`src/rtl/reg_bus_arb_if.sv`:
```
// One requester port of the register-bus arbiter: a level request with
// held command fields, answered by a single-cycle ack carrying rdata/err.
interface reg_bus_arb_if #(
  parameter int ADDR_WIDTH = 12,
  parameter int DATA_WIDTH = 32
);
  logic                  req;
  logic                  wr;
  logic [ADDR_WIDTH-1:0] addr;
  logic [DATA_WIDTH-1:0] wdata;
  logic                  ack;
  logic [DATA_WIDTH-1:0] rdata;
  logic                  err;

  modport master (output req, wr, addr, wdata, input  ack, rdata, err);
  modport slave  (input  req, wr, addr, wdata, output ack, rdata, err);
endinterface

```
`src/rtl/reg_bus_arb.sv`:
```
// Two-master round-robin arbiter/sequencer for the shared register bus.
// One transaction per grant; out-of-range addresses are answered locally.
module reg_bus_arb #(
  parameter int                    ADDR_WIDTH = 12,
  parameter int                    DATA_WIDTH = 32,
  parameter int                    RD_LAT     = 1,
  parameter logic [ADDR_WIDTH-1:0] ADDR_MAX   = 12'h007,
  parameter logic [DATA_WIDTH-1:0] ERR_DATA   = 32'hDEAD_BEEF
) (
  input  logic                  clks,
  input  logic                  reset,
  reg_bus_arb_if.slave          m0,
  reg_bus_arb_if.slave          m1,
  output logic                  cpu_wr,
  output logic                  cpu_rd,
  output logic [ADDR_WIDTH-1:0] cpu_wr_addr,
  output logic [DATA_WIDTH-1:0] cpu_data_in,
  input  logic [DATA_WIDTH-1:0] cpu_data_out,
  output logic                  busy
);

  typedef enum logic [2:0] {IDLE, CMD, WAIT, RESP, REJ} state_t;

  state_t                state, state_nxt;
  logic                  last;      // 1 = m1 served last
  logic                  gnt, gnt_q;
  logic                  any_req;
  logic                  sel_wr, wr_q;
  logic [ADDR_WIDTH-1:0] sel_addr;
  logic [DATA_WIDTH-1:0] sel_wdata, wdata_q, rdata_q, resp_data;
  logic [2:0]            cnt;

  // On a tie the master not served last wins; otherwise the sole requester.
  assign any_req   = m0.req | m1.req;
  assign gnt       = (m0.req & m1.req) ? ~last : m1.req;
  assign sel_wr    = gnt ? m1.wr    : m0.wr;
  assign sel_addr  = gnt ? m1.addr  : m0.addr;
  assign sel_wdata = gnt ? m1.wdata : m0.wdata;

  always_ff @(posedge clks or posedge reset) begin
    if (reset) state <= IDLE;
    else       state <= state_nxt;
  end

  always_comb begin
    state_nxt   = state;
    cpu_wr      = 1'b0;
    cpu_rd      = 1'b0;
    cpu_data_in = '0;
    resp_data   = '0;
    m0.ack      = 1'b0;
    m1.ack      = 1'b0;
    m0.err      = 1'b0;
    m1.err      = 1'b0;
    m0.rdata    = '0;
    m1.rdata    = '0;
    busy        = (state != IDLE);
    case (state)
      IDLE: if (any_req) state_nxt = (sel_addr > ADDR_MAX) ? REJ : CMD;
      CMD: begin
        cpu_wr      = wr_q;
        cpu_rd      = ~wr_q;
        cpu_data_in = wr_q ? wdata_q : '0;
        state_nxt   = wr_q ? RESP : WAIT;
      end
      WAIT: if (cnt == 3'd1) state_nxt = RESP;
      RESP, REJ: begin
        if (!wr_q) resp_data = (state == REJ) ? ERR_DATA : rdata_q;
        m0.ack    = ~gnt_q;
        m1.ack    = gnt_q;
        m0.err    = ~gnt_q & (state == REJ);
        m1.err    = gnt_q & (state == REJ);
        m0.rdata  = gnt_q ? '0 : resp_data;
        m1.rdata  = gnt_q ? resp_data : '0;
        state_nxt = IDLE;
      end
      default: state_nxt = IDLE;
    endcase
  end

  // cpu_wr_addr is only loaded for in-range commands so it never shows a
  // rejected address and stays put between CMD and WAIT.
  always_ff @(posedge clks or posedge reset) begin
    if (reset) begin
      last        <= 1'b1;
      gnt_q       <= 1'b0;
      wr_q        <= 1'b0;
      wdata_q     <= '0;
      rdata_q     <= '0;
      cnt         <= '0;
      cpu_wr_addr <= '0;
    end else begin
      case (state)
        IDLE: if (any_req) begin
          gnt_q   <= gnt;
          wr_q    <= sel_wr;
          wdata_q <= sel_wdata;
          if (sel_addr <= ADDR_MAX) cpu_wr_addr <= sel_addr;
        end
        CMD:  cnt <= 3'(RD_LAT);
        WAIT: begin
          cnt <= cnt - 3'd1;
          if (cnt == 3'd1) rdata_q <= cpu_data_out;
        end
        RESP, REJ: last <= gnt_q;
        default: ;
      endcase
    end
  end

endmodule

```
`src/flat_wrapper.sv`:
```
// flat-port wrapper written by rule: the top's interface ports become plain ports
module reg_bus_arb_flat 
#(
  parameter int                    ADDR_WIDTH = 12,
  parameter int                    DATA_WIDTH = 32,
  parameter int                    RD_LAT     = 1,
  parameter logic [ADDR_WIDTH-1:0] ADDR_MAX   = 12'h007,
  parameter logic [DATA_WIDTH-1:0] ERR_DATA   = 32'hDEAD_BEEF
)
  (clks, reset, cpu_wr, cpu_rd, cpu_wr_addr, cpu_data_in, cpu_data_out, busy, m0_req, m0_wr, m0_addr, m0_wdata, m0_ack, m0_rdata, m0_err, m1_req, m1_wr, m1_addr, m1_wdata, m1_ack, m1_rdata, m1_err);
  reg_bus_arb_if #(.ADDR_WIDTH(ADDR_WIDTH), .DATA_WIDTH(DATA_WIDTH)) m0_i ();
  reg_bus_arb_if #(.ADDR_WIDTH(ADDR_WIDTH), .DATA_WIDTH(DATA_WIDTH)) m1_i ();
  input  logic clks;
  input  logic reset;
  output logic cpu_wr;
  output logic cpu_rd;
  output logic [ADDR_WIDTH-1:0] cpu_wr_addr;
  output logic [DATA_WIDTH-1:0] cpu_data_in;
  input  logic [DATA_WIDTH-1:0] cpu_data_out;
  output logic busy;
  input wire logic [$bits(m0_i.req)-1:0] m0_req;
  input wire logic [$bits(m0_i.wr)-1:0] m0_wr;
  input wire logic [$bits(m0_i.addr)-1:0] m0_addr;
  input wire logic [$bits(m0_i.wdata)-1:0] m0_wdata;
  output wire logic [$bits(m0_i.ack)-1:0] m0_ack;
  output wire logic [$bits(m0_i.rdata)-1:0] m0_rdata;
  output wire logic [$bits(m0_i.err)-1:0] m0_err;
  input wire logic [$bits(m1_i.req)-1:0] m1_req;
  input wire logic [$bits(m1_i.wr)-1:0] m1_wr;
  input wire logic [$bits(m1_i.addr)-1:0] m1_addr;
  input wire logic [$bits(m1_i.wdata)-1:0] m1_wdata;
  output wire logic [$bits(m1_i.ack)-1:0] m1_ack;
  output wire logic [$bits(m1_i.rdata)-1:0] m1_rdata;
  output wire logic [$bits(m1_i.err)-1:0] m1_err;
  assign m0_i.req = m0_req;
  assign m0_i.wr = m0_wr;
  assign m0_i.addr = m0_addr;
  assign m0_i.wdata = m0_wdata;
  assign m0_ack = m0_i.ack;
  assign m0_rdata = m0_i.rdata;
  assign m0_err = m0_i.err;
  assign m1_i.req = m1_req;
  assign m1_i.wr = m1_wr;
  assign m1_i.addr = m1_addr;
  assign m1_i.wdata = m1_wdata;
  assign m1_ack = m1_i.ack;
  assign m1_rdata = m1_i.rdata;
  assign m1_err = m1_i.err;
  reg_bus_arb #(.ADDR_WIDTH(ADDR_WIDTH), .DATA_WIDTH(DATA_WIDTH), .RD_LAT(RD_LAT), .ADDR_MAX(ADDR_MAX), .ERR_DATA(ERR_DATA)) u_core (.clks(clks), .reset(reset), .m0(m0_i), .m1(m1_i), .cpu_wr(cpu_wr), .cpu_rd(cpu_rd), .cpu_wr_addr(cpu_wr_addr), .cpu_data_in(cpu_data_in), .cpu_data_out(cpu_data_out), .busy(busy));
endmodule
```
`config.mk`:
```
export PLATFORM = sky130hd
export DESIGN_NAME = reg_bus_arb_flat
export DESIGN_NICKNAME = d
export VERILOG_FILES = /design/src/rtl/reg_bus_arb_if.sv /design/src/rtl/reg_bus_arb.sv /design/src/flat_wrapper.sv
export SDC_FILE = /design/constraint.sdc
export NUM_CORES = 1
export LEC_CHECK = 0
export CELL_PAD_IN_SITES_DETAIL_PLACEMENT = 2
export CELL_PAD_IN_SITES_GLOBAL_PLACEMENT = 2
export CORE_UTILIZATION = 20
export CTS_CLUSTER_SIZE = 8
export DETAILED_ROUTE_END_ITERATION = 8
export PLACE_DENSITY_LB_ADDON = 0.1
export SLEW_MARGIN = 20
export SYNTH_ARGS = -nofsm -noshare
export SYNTH_HDL_FRONTEND = slang
export SYNTH_SLANG_ARGS = --single-unit
export TNS_END_PERCENT = 100
```
`constraint.sdc`:
```
create_clock -name clks -period 2.5 [get_ports clks]
set_input_delay 0.375 -clock clks [delete_from_list [all_inputs] [get_ports clks]]
set_output_delay 0.375 -clock clks [all_outputs]
set_load 0.01 [all_outputs]
```
* Yosys cells after proc, flatten, opt, wreduce, memory -nomap -nowiden
Index checks and enable logic that the tools add are counted.
Cells by class: divide/modulo/power cells 0, $mul 0, $add $sub $neg 1, equal/unequal tests 7, reductions and logical operators 8, magnitude comparators 2, mux-type cells 24, shifts and indexed selects 0, bitwise logic cells 7
Operator list (number):
- $mux 32 | 9
- $gt 12x3->1 const B | 1
- $le 12x3->1 const B | 1
- $mux 12 | 1
- $mux 1 | 9
- $mux 3 | 3
- $pmux 3 s3 | 1
- $eq 3x1->1 const B | 2
- $eq 3x2->1 const B | 2
- $pmux 3 s2 | 1
- $reduce_and 2->1 | 3
- $ne 2x1->1 const B | 2
- $and 1x1->1 | 3
- $eq 3x3->1 const B | 1
- $logic_not 3->1 | 1
- $not 1->1 | 3
- $reduce_and 3->1 | 1
- $reduce_bool 3->1 | 1
- $sub 3x1->3 const B | 1
- $reduce_bool 2->1 | 1
- $reduce_or 2->1 | 1
- $or 1x1->1 | 1
Storage, ports and cells: memories 0, bits in writable memories 0, register bits 85, bits in latches 0, ROM bits 0, logic and storage cells 57, input port bits 126

* Logic depth before layout (Yosys ltp)
depth after elaboration 7, depth in mapped cells 7, depth with buffers taken out 6

* Least setup slack after synthesis
Ideal clock, no wire load.
path type register to output, start register u_core.state[1], end output port m0_rdata[10], path buffers 3, data arrival time 1425 ps, stages on the path, launching flop included 7, setup slack 700 ps, path through dfrtp_1 > buf_2 > nor3b_4 > buf_6 > buf_6 > o21ai_0 > nor2_1
On the way: word-level cells in the longest chain between the ends 5
RTL lines:
- from (decl) | RTL line reg_bus_arb.sv:24 | state_t state, state_nxt;
- from (signal assigned) | RTL line reg_bus_arb.sv:42 | else state <= state_nxt;
- $eq 3x3->1 | RTL line reg_bus_arb.sv:58, reg_bus_arb.sv:68
- $mux 32 (2 in a row) | RTL line reg_bus_arb.sv:68 | if (!wr_q) resp_data = (state == REJ) ? ERR_DATA : rdata_q;
- $mux 32 | RTL line reg_bus_arb.sv:73 | m0.rdata = gnt_q ? '0 : resp_data;
- $mux 32 * | RTL line reg_bus_arb.sv:58 | case (state)
- to (decl) | RTL line flat_wrapper.sv:26 | output wire logic [$bits(m0_i.rdata)-1:0] m0_rdata;
Mark *: on every way between the ends. The rest lies on a longest branch, timed or not.

* Worst setup path in the final report
start register u_core.state[2], end output port m0_rdata[22]
The elaborated chain is that of the path after synthesis.

==> results_dict.tcl <==
set metrics [dict create \
    nets 829 \
    crit_start "u_core.state[2]$_DFFE_PP0P_" \
    drt-vias-per-instance 4.29 \
    crit_required_ps 2120 \
    start_util 0.204 \
    multi_input_area_um2 2130 \
    ys_seq_area_frac 0.478 \
    synthesis.instances 443 \
    rows 54 \
    synthTopCellsByArea "dfrtp_1 47%, mux2_2 8.6%, mux2i_1 7.4%" \
    die_area_um2 22800 \
    routed_wl_um 17200 \
    async_flop_share 1.00 \
    drt-met1-wl_um 6820 \
    gr-total-overflow 0 \
    stdcell_count 988 \
    status "finished clean" \
    place_ws_ps 59.9 \
    crit_arrival_ps 2030 \
    die_y_um 151 \
    cts_root_buf "clkbuf_16" \
    placed_cells 952 \
    synth.largest_area_cell "dfrtp_1" \
    grt_pass1_vias 4748 \
    synth_top_flop_cell "dfrtp_1" \
    avgSynthCellArea_um2 10.0 \
    antenna_found_initial 2 \
    max-slew-margin-rel 0.585 \
    grt_max_degree 65 \
    top_layer_used "met4" \
    fin_ws_ps 97.4 \
    holdWs_ps 460 \
    routed-wl-met2_um 8790 \
    ys_types 42 \
    place_area_um2 7270 \
    clk_path_buf_depth 2 \
    dp_hpwl_um 13300 \
    synth-edff-count 0 \
    fin_util 0.352 \
    fin_area_um2 7680 \
    htree_num_levels 3 \
    routedWlPerCell_um 17.5 \
    min_period_ps 2400 \
    setup_viol 0 \
    end_kind "output pin" \
    start_kind "flop" \
    rrSetupSlack_ps 360 \
    io_buffers 240 \
    io_pins 241 \
    track_usage 0.155 \
    register_area_um2 2130 \
    synth_seq_cells 85 \
    p_per_area_nw_per_um2 525 \
    r2r_start "u_core.state[0]$_DFFE_PP0P_" \
    path_class "reg2out" \
    worst_pin_slew_ps 622 \
    finalHoldViolations 0 \
    drt_iter0_drc 83 \
    cts_tree "done" \
    dieWidth_um 151 \
    drc 0 \
    setup_tns_ps 0 \
    synth_area_um2 4450 \
    vias 4240 \
    p_leak_nw 3.74 \
    cts_sinks 85 \
    synth_top_area_frac 0.473 \
    drt-pass1-iter-count 3 \
    power_mw 4.03 \
    fmax_mhz 416 \
    hold_path.class "in2async" \
    drv_slew 0 \
    nFillCells 2391 \
    core_um2 21800 \
    routabilityCongestion 0.720 \
    min_period_over_period 0.961 \
    syn-num-nets 571 \
    yosys_warnings 0 \
    syn_to_final_growth_pct 72.7 \
    numCtsBuffers 9 \
    critPathMaxFanout 12 \
    finalClockSkew_ps 10.7 \
    dr_wl_met3_um 1290 \
    clkLatencyLatePin_ps 350 \
    drive_above_1_share 0.166 \
    max_cap_viol_count 0 \
    vdd_drop_max_mv 0.301 \
    grt_pass1_wl_um 26600 \
    path_clk_slew_ps 60 \
    final_antenna_net_count 0 \
]
-- layout by cell type, fill, tap and decap left out, types with 2 or more instances in the layout --
| cell | instances |
|---|---|
| clkdlybuf4s50_1 | 139 |
| dfrtp_1 | 84 |
| dlygate4sd2_1 | 68 |
| o21ai_0 | 55 |
| nor2_1 | 55 |
| and2_1 | 49 |
| nand2_1 | 34 |
| mux2_2 | 34 |
| mux2i_1 | 33 |
| buf_4 | 21 |
| clkdlybuf4s15_1 | 16 |
| clkbuf_2 | 13 |
| nor2b_1 | 10 |
| clkbuf_16 | 9 |
| buf_12 | 9 |
| inv_1 | 7 |
| nor3_1 | 5 |
| o21ai_1 | 5 |
| buf_6 | 5 |
| nor3_4 | 4 |
| a21oi_1 | 4 |
| mux2_1 | 4 |
| dlymetal6s2s_1 | 4 |
| clkinvlp_4 | 3 |
| diode_2 | 2 |
| o21ai_4 | 2 |
| nor4_1 | 2 |
| and3_1 | 2 |
| a22oi_1 | 2 |
| ha_1 | 2 |
| clkinv_4 | 2 |
| buf_8 | 2 |
-- final cells by class --
| cell class | instances | area share |
|---|---|---|
| tap | 280 | 0.0456 |
| antenna | 2 | 0.000652 |
| timing repair buffer | 278 | 0.354 |
| clock inverter | 6 | 0.00928 |
| inverter | 9 | 0.00489 |
| clock buffer | 10 | 0.0311 |
| sequential | 85 | 0.277 |
| multi-input combinational | 318 | 0.277 |
-- logic make-up (layout without fill, tap and decap cells) --
group           after synthesis  in the layout  share of synthesized area
fa+ha+maj                     2              2                    0.00562
mux                          71             71                      0.170
other cells                   0              2                          0
compound gates               76             76                     0.0976
flops                        85             85                      0.478
simple gates                169            169                      0.198
buf+inv                      40            303                     0.0498
-- report_power, final --
| group | switching (mW) | internal [mW] | leakage [nW] |
|---|---|---|---|
| Combinational | 0.502 | 0.537 | 2.48 |
| Sequential | 0.0759 | 1.51 | 1.12 |
| Clock | 0.599 | 0.809 | 0.145 |
| Total | 1.18 | 2.86 | 3.74 |
-- cell usage after synthesis (2+ instances only) --
master	count
mux2_1	4
nor4_1	2
buf_4	9
a22oi_1	2
nor3_4	3
nand2_1	34
o21ai_0	56
o21ai_1	4
inv_1	9
buf_6	3
clkbuf_2	3
ha_1	2
dfrtp_1	84
mux2i_1	33
mux2_2	34
and2_1	49
nor3_1	5
buf_2	9
clkbuf_1	7
and3_1	2
nor2_1	55
a21oi_1	4
nor2b_1	11
-- flip-flops by register name (all words and copies together) (netlist names) --
signal / cells
u_core.cpu_wr_addr: 12
u_core.cnt: 3
u_core.wdata_q: 32
u_core.state: 3
u_core.rdata_q: 32
u_core.last: 1
u_core.wr_q: 1
u_core.gnt_q: 1
-- routing by layer --
layer | GRT usage | up-vias
met4 | 0.0590 | 0
met1 | 0.176 | 2081
met3 | 0.0452 | 16
li1 | - | 2007
met2 | 0.270 | 136
met5 | 0 | -
-- critical path, stage by stage, from the launching register on --
cell and delay, ps:
dfrtp_1 390, nor3b_4 160, buf_4 140, buf_12 130, buf_8 140, nor3_4 200, buf_12 140, and2_1 120
clkdlybuf4s15_1 240
-- final timing paths --
check / end / depth (start not counted)
max: m0_rdata[22] / 8
min: u_core.wdata_q[1]$_DFFE_PP0P_ / 2
max in group asynchronous: u_core.wdata_q[10]$_DFFE_PP0P_ / 3
min in group clks: u_core.wdata_q[21]$_DFFE_PP0P_ / 2
max reg2reg: u_core.rdata_q[22]$_DFFE_PP0P_ / 6
min reg2reg: u_core.wdata_q[21]$_DFFE_PP0P_ / 2
-- timing repair --
item	CTS	global route
resized for setup	117	43
setup endpoints to repair	99	53
hold buffers	0	0
pin swaps	5	3
buffers inserted	11	4
gates cloned	3	0
Note: power is estimated with default switching activity, not from simulation.
